<file path="src/rtl/telemetre_trigger_pkg.sv">
// Shared definitions for the ultrasonic range-finder measurement sequencer:
// FSM encoding, 50 MHz default timing constants and counter sizing helper.
package telemetre_trigger_pkg;

  typedef enum logic [2:0] {
    ST_IDLE      = 3'd0,
    ST_TRIG      = 3'd1,
    ST_WAIT_RISE = 3'd2,
    ST_MEASURE   = 3'd3,
    ST_HOLDOFF   = 3'd4
  } state_t;

  // Number of bits needed to represent values 0..max_val.
  function automatic int unsigned cnt_width(input int unsigned max_val);
    int unsigned w;
    w = 1;
    while ((64'd1 << w) <= 64'(max_val)) w++;
    return w;
  endfunction

  localparam int unsigned DEF_TRIG_CYCLES    = 500;        // 10 us
  localparam int unsigned DEF_PERIOD_CYCLES  = 3_000_000;  // 60 ms
  localparam int unsigned DEF_TIMEOUT_CYCLES = 1_900_000;  // 38 ms
  localparam int unsigned DEF_CNT_W          = cnt_width(DEF_PERIOD_CYCLES);

endpackage

</file>
<file path="src/rtl/telemetre_trigger_if.sv">
// Sensor-side and downstream signals of the measurement sequencer.
interface telemetre_trigger_if;
  logic Enable;
  logic Echo;
  logic Trig;
  logic Gate;
  logic Done;
  logic TimeoutErr;
  logic Busy;

  modport master (
    output Enable, Echo,
    input  Trig, Gate, Done, TimeoutErr, Busy
  );

  modport slave (
    input  Enable, Echo,
    output Trig, Gate, Done, TimeoutErr, Busy
  );
endinterface

</file>
<file path="src/rtl/telemetre_trigger_echo_sync.sv">
// Two-flop synchroniser for an asynchronous input plus rise/fall detection
// on the synchronised level; reusable for buttons and other async inputs.
module echo_sync (
  input  logic clk,
  input  logic rst,
  input  logic din,
  output logic level,
  output logic rise,
  output logic fall
);

  logic s1, s2, prev;

  always_ff @(posedge clk or posedge rst) begin
    if (rst) begin
      s1   <= 1'b0;
      s2   <= 1'b0;
      prev <= 1'b0;
    end else begin
      s1   <= din;
      s2   <= s1;
      prev <= s2;
    end
  end

  assign level = s2;
  assign rise  = s2 & ~prev;
  assign fall  = ~s2 & prev;

endmodule

</file>
<file path="src/rtl/telemetre_trigger.sv">
// Ultrasonic range-finder sequencer: periodic trigger pulse, echo
// qualification into a Gate window, and missing/stuck echo timeout.
module telemetre_trigger
  import telemetre_trigger_pkg::*;
#(
  parameter int unsigned TRIG_CYCLES    = DEF_TRIG_CYCLES,
  parameter int unsigned PERIOD_CYCLES  = DEF_PERIOD_CYCLES,
  parameter int unsigned TIMEOUT_CYCLES = DEF_TIMEOUT_CYCLES,
  parameter int unsigned CNT_W          = DEF_CNT_W
) (
  input logic              Clk,
  input logic              Reset,
  telemetre_trigger_if.slave bus
);

  localparam logic [CNT_W-1:0] TRIG_LAST   = CNT_W'(TRIG_CYCLES - 1);
  localparam logic [CNT_W-1:0] PERIOD_LAST = CNT_W'(PERIOD_CYCLES - 1);
  localparam logic [CNT_W-1:0] TMO_LIMIT   = CNT_W'(TIMEOUT_CYCLES);

  state_t           state, state_n;
  logic [CNT_W-1:0] pcnt, tcnt;
  logic             pcnt_clr, tcnt_clr, timed_out;
  logic             echo_s, echo_rise, echo_fall;
  logic             trig_q, gate_q, done_q, err_q, busy_q;
  logic             trig_n, gate_n, done_n, err_n;

  echo_sync u_echo_sync (
    .clk   (Clk),
    .rst   (Reset),
    .din   (bus.Echo),
    .level (echo_s),
    .rise  (echo_rise),
    .fall  (echo_fall)
  );

  assign timed_out = (tcnt >= TMO_LIMIT);

  // MEASURE is only entered on a rise and left as soon as echo_s drops,
  // so inside it "echo_s == 0" is exactly the detected fall.
  always_comb begin
    state_n  = state;
    trig_n   = 1'b0;
    gate_n   = 1'b0;
    done_n   = 1'b0;
    err_n    = err_q;
    pcnt_clr = 1'b0;
    tcnt_clr = 1'b0;
    case (state)
      ST_IDLE: begin
        if (bus.Enable) begin
          state_n  = ST_TRIG;
          trig_n   = 1'b1;
          err_n    = 1'b0;
          pcnt_clr = 1'b1;
        end
      end
      ST_TRIG: begin
        if (pcnt >= TRIG_LAST) begin
          state_n  = ST_WAIT_RISE;
          tcnt_clr = 1'b1;
        end else begin
          trig_n = 1'b1;
        end
      end
      ST_WAIT_RISE: begin
        if (timed_out) begin
          state_n = ST_HOLDOFF;
          err_n   = 1'b1;
        end else if (echo_rise) begin
          state_n = ST_MEASURE;
          gate_n  = 1'b1;
        end
      end
      ST_MEASURE: begin
        if (echo_fall) begin
          state_n = ST_HOLDOFF;
          done_n  = 1'b1;
        end else if (timed_out) begin
          state_n = ST_HOLDOFF;
          err_n   = 1'b1;
        end else begin
          gate_n = echo_s;
        end
      end
      ST_HOLDOFF: begin
        if (pcnt >= PERIOD_LAST) begin
          if (bus.Enable) begin
            state_n  = ST_TRIG;
            trig_n   = 1'b1;
            err_n    = 1'b0;
            pcnt_clr = 1'b1;
          end else begin
            state_n = ST_IDLE;
          end
        end
      end
      default: state_n = ST_IDLE;
    endcase
  end

  always_ff @(posedge Clk or posedge Reset) begin
    if (Reset) begin
      state  <= ST_IDLE;
      trig_q <= 1'b0;
      gate_q <= 1'b0;
      done_q <= 1'b0;
      err_q  <= 1'b0;
      busy_q <= 1'b0;
    end else begin
      state  <= state_n;
      trig_q <= trig_n;
      gate_q <= gate_n;
      done_q <= done_n;
      err_q  <= err_n;
      busy_q <= (state_n != ST_IDLE);
    end
  end

  always_ff @(posedge Clk or posedge Reset) begin
    if (Reset) begin
      pcnt <= '0;
      tcnt <= '0;
    end else begin
      if (pcnt_clr)
        pcnt <= '0;
      else if (state != ST_IDLE && pcnt != '1)
        pcnt <= pcnt + CNT_W'(1);

      if (tcnt_clr)
        tcnt <= '0;
      else if ((state == ST_WAIT_RISE || state == ST_MEASURE) && tcnt != '1)
        tcnt <= tcnt + CNT_W'(1);
    end
  end

  assign bus.Trig       = trig_q;
  assign bus.Gate       = gate_q;
  assign bus.Done       = done_q;
  assign bus.TimeoutErr = err_q;
  assign bus.Busy       = busy_q;

endmodule

</file>
<file path="src/flat_wrapper.sv">
// flat-port wrapper written by rule: the top's interface ports become plain ports
module telemetre_trigger_flat import telemetre_trigger_pkg::*;
#(
  parameter int unsigned TRIG_CYCLES    = DEF_TRIG_CYCLES,
  parameter int unsigned PERIOD_CYCLES  = DEF_PERIOD_CYCLES,
  parameter int unsigned TIMEOUT_CYCLES = DEF_TIMEOUT_CYCLES,
  parameter int unsigned CNT_W          = DEF_CNT_W
)
  (Clk, Reset, bus_Enable, bus_Echo, bus_Trig, bus_Gate, bus_Done, bus_TimeoutErr, bus_Busy);
  telemetre_trigger_if bus_i ();
  input logic Clk;
  input logic Reset;
  input wire logic [$bits(bus_i.Enable)-1:0] bus_Enable;
  input wire logic [$bits(bus_i.Echo)-1:0] bus_Echo;
  output wire logic [$bits(bus_i.Trig)-1:0] bus_Trig;
  output wire logic [$bits(bus_i.Gate)-1:0] bus_Gate;
  output wire logic [$bits(bus_i.Done)-1:0] bus_Done;
  output wire logic [$bits(bus_i.TimeoutErr)-1:0] bus_TimeoutErr;
  output wire logic [$bits(bus_i.Busy)-1:0] bus_Busy;
  assign bus_i.Enable = bus_Enable;
  assign bus_i.Echo = bus_Echo;
  assign bus_Trig = bus_i.Trig;
  assign bus_Gate = bus_i.Gate;
  assign bus_Done = bus_i.Done;
  assign bus_TimeoutErr = bus_i.TimeoutErr;
  assign bus_Busy = bus_i.Busy;
  telemetre_trigger #(.TRIG_CYCLES(TRIG_CYCLES), .PERIOD_CYCLES(PERIOD_CYCLES), .TIMEOUT_CYCLES(TIMEOUT_CYCLES), .CNT_W(CNT_W)) u_core (.Clk(Clk), .Reset(Reset), .bus(bus_i));
endmodule
</file>
<file path="config.mk">
export PLATFORM = sky130hd
export DESIGN_NAME = telemetre_trigger_flat
export DESIGN_NICKNAME = d
export VERILOG_FILES = /design/src/rtl/telemetre_trigger_pkg.sv /design/src/rtl/telemetre_trigger_if.sv /design/src/rtl/telemetre_trigger_echo_sync.sv /design/src/rtl/telemetre_trigger.sv /design/src/flat_wrapper.sv
export SDC_FILE = /design/constraint.sdc
export NUM_CORES = 1
export LEC_CHECK = 0
export CELL_PAD_IN_SITES_DETAIL_PLACEMENT = 2
export CELL_PAD_IN_SITES_GLOBAL_PLACEMENT = 2
export CORE_UTILIZATION = 36
export CTS_CLUSTER_DIAMETER = 150
export DETAILED_ROUTE_END_ITERATION = 8
export PLACE_DENSITY_LB_ADDON = 0.12
export RECOVER_POWER = 50
export SKIP_LAST_GASP = 1
export SLEW_MARGIN = 20
export SYNTH_ARGS = -nofsm -noshare
export SYNTH_HDL_FRONTEND = slang
export SYNTH_SLANG_ARGS = --single-unit
</file>
<file path="constraint.sdc">
create_clock -name Clk -period 2 [get_ports Clk]
set_input_delay 0.4 -clock Clk [delete_from_list [all_inputs] [get_ports Clk]]
set_output_delay 0.4 -clock Clk [all_outputs]
set_load 0.01 [all_outputs]
</file>
==> reports/qor.yml <==
clock_network:
  ctsHoldBuffers: 0
  cts_tree: "built"
  clock_sinks: 55
  clk_path_buf_depth: 2
  clk_pin_slew_worst_paths_ps: 100
  cts_buffers: 5
  htreeDepth: 2
  root_buffer: "clkbuf_8"
  clock_latency_ps: 320
critical_path:
  path_cells: "buf_4 > nor4_1 > buf_4 > and4_1 > and2_2 > nor2_1 > buf_4 > nor2_1"
  cp-start-kind: "register"
  cp_max_fo: 20
  slowest_stage: "dfrtp_1"
  end_kind: "register"
  crit_top_cell: "buf_4"
  path_class: "reg -> reg"
  arrival_ps: 2140
  critPathMaxStageDelay_ps: 430
  required_ps: 2240
finish:
  layout.cells.non_filler: 470
  drive_above_1_share_pct: 20.0
  nFillCells: 899
  post-route-cell-area_um2: 3680
  finalNetCount: 371
  fin_util_pct: 44.8
  syn2layout_area_growth_pct: 20.8
  num_antenna_cells: 0
worst_hold_path:
  hold_path.class: "reg -> reg"
placed_design:
  placedCellCount: 460
  pre_cts_ws_ps: -166
  dp_hpwl_um: 6540
  place_congestion: 0.753
  post_dp_cell_area_um2: 3550
  io_buffer_count: 8
power_and_ir_drop:
  ir_drop_mv: 0.420
  p_per_area_nw_per_um2: 770
  p_total_mw: 2.84
  p_leak_nw: 1.60
sta:
  period_share_pct: 94.6
  hold_violations: 0
  clock.fmax_mhz: 528
  setup_ws_ps: 107
  setup_viol: 0
  fin_tns_setup_ps: 0
  rsz0062_at_grt: "yes"
  whs_ps: 368
  period_needed_ps: 1890
  worstMarginPinSlew_ps: 919
  timing.slew.headroom_pct: 38.6
  clock_skew_ps: 12.5
  slew_violations: 0
routing:
  drc: 0
  via_per_inst: 5.55
  vias: 2609
  drt_iter0_drc: 40
  first_pass_iters: 4
  post_drt_wl_per_cell_um: 18.3
  routed_wl_um: 8610
  postRouteAntennaNets: 0
run:
  maxCapViolations: 0
logic_synthesis:
  yosys_warnings: 0
  synth_seq_cells: 55
  synth_ff_type: "dfrtp_1"
  synth.cell_area_um2: 3050
  synth_edf_count: 0
  ys_seq_area_share_pct: 45.1
  synth.area.top_cells: "dfrtp_1 (45%), nor2_1 (6.2%), xor2_1 (5.5%)"
  yosys.area.top_type: "dfrtp_1"
  synth_cell_types: 54
  postSynthCellCount: 317
  synthArstFlopShare_pct: 100
  postSynthAreaPerCell_um2: 9.62
  synth_top_area_share_pct: 45.1
  syn-num-nets: 324
floorplan:
  core-area_um2: 8220
  io_pins: 9
  rows: 33
  die_y_um: 94.1
  die-area_um2: 8850
  start_util_pct: 37.1
  die_w_um: 94.1
global_routing:
  grt_pass1_wl_um: 14500
  antenna_found_initial: 0
  grt_pass1_vias: 2887
  grt_usage_pct: 21.5
  grt-ovfl-total: 0
  grt_max_degree: 22
status:
  status: "finished clean"
==> layout make-up <==
| class | count | area (um2) | area share, % |
|---|---|---|---|
| Multi-Input combinational cell | 241 | 1620 | 43.9 |
| Inverter | 11 | 41.3 | 1.12 |
| Timing Repair Buffer | 50 | 410 | 11.1 |
| Sequential cell | 55 | 1380 | 37.6 |
| Clock buffer | 6 | 82.6 | 2.24 |
| Tap cell | 105 | 131 | 3.57 |
| Clock inverter | 2 | 16.3 | 0.441 |
==> power by group <==
| group | leakage (nW) | switching, mW | internal (mW) |
|---|---|---|---|
| Clock | 0.0474 | 0.389 | 0.284 |
| Sequential | 0.727 | 0.147 | 1.25 |
| Combinational | 0.828 | 0.435 | 0.336 |
==> repair_timing <==
item,in CTS,in global routing
endpoints found under the setup margin,0,35
resized for setup,0,14
buffers inserted,0,2
==> synthesized netlist by cell type, types with 2 or more instances <==
master and n:
nand3_1 16, nor2_1 50, o31ai_1 2, xor2_1 19, ha_1 3, o21bai_1 2, buf_2 3, nand2_1 13
o2111ai_1 7, clkbuf_1 7, mux2i_1 4, a211oi_1 3, or3_1 5, and4_1 5, and3_1 4, nor4_2 2
nor4_1 8, a21oi_1 13, o211ai_1 3, dfrtp_1 55, o21ai_0 11, or4_1 5, nand4_2 2, xnor2_1 14
and2_1 3, nor3_1 6, nand4_1 14, nand3b_1 2, inv_1 11
==> per-layer routing <==
| layer | track usage, % | vias up | routed length [um] |
|---|---|---|---|
| met5 | 0 | - | 0 |
| met4 | 6.03 | 0 | 123 |
| met3 | 2.75 | 8 | 105 |
| met2 | 40.3 | 16 | 4740 |
| met1 | 25.4 | 1334 | 3630 |
| li1 | - | 1251 | - |
==> cells by family (layout without fill, tap and decap cells) <==
kind of cell | Yosys count | in the layout | synth area share [%]
AND/OR/NAND/NOR | 145 | 145 | 26.9
AO/OA/AOI/OAI | 55 | 55 | 12.9
flip-flops | 55 | 55 | 45.1
XOR/XNOR | 33 | 33 | 9.48
buffers and inverters | 21 | 69 | 2.71
adder cells (fa/ha/maj) | 4 | 4 | 1.56
multiplexers | 4 | 4 | 1.31
==> state kept, by name, summed over array words and instances (netlist names) <==
register                  count
u_core.bus.Done               1
u_core.u_echo_sync.s1         1
u_core.u_echo_sync.prev       1
u_core.state                  3
u_core.bus.Gate               1
u_core.bus.Trig               1
u_core.pcnt                  22
u_core.tcnt                  22
u_core.bus.TimeoutErr         1
u_core.u_echo_sync.level      1
u_core.bus.Busy               1
==> placed cells by master (no fill, tap or decap), drive strengths merged, types with 6 or more instances in the layout <==
cell,netlist,final
a21oi,14,14
buf,3,39
clkbuf,7,8
clkdlybuf4s50,0,6
dfrtp,55,55
inv,11,11
nand2,13,13
nand3,17,17
nand4,17,17
nor2,50,50
nor3,7,7
nor4,11,11
o2111ai,7,7
o21ai,11,11
xnor2,14,14
xor2,19,19
==> final timing paths <==
check / slack, ps / start / depth (start not counted) / endpoint
max: 110 / u_core.pcnt[17] / 8 / u_core.tcnt[1]
min: 370 / u_core.u_echo_sync.s1 / 0 / u_core.u_echo_sync.level
max reg2reg: 110 / u_core.pcnt[17] / 8 / u_core.tcnt[1]
min reg2reg: 370 / u_core.u_echo_sync.s1 / 0 / u_core.u_echo_sync.level
max in group asynchronous: 310 / Reset / 3 / u_core.pcnt[16]
min in group asynchronous: 490 / Reset / 2 / u_core.tcnt[2]
==> worst max-delay path, delay by kind of cell (launching register included) <==
family,cells,cell delay (ps)
buffers and inverters,3,540
flip-flops,1,430
AND/OR/NAND/NOR,5,840
Power figures use the tool's default switching activity.
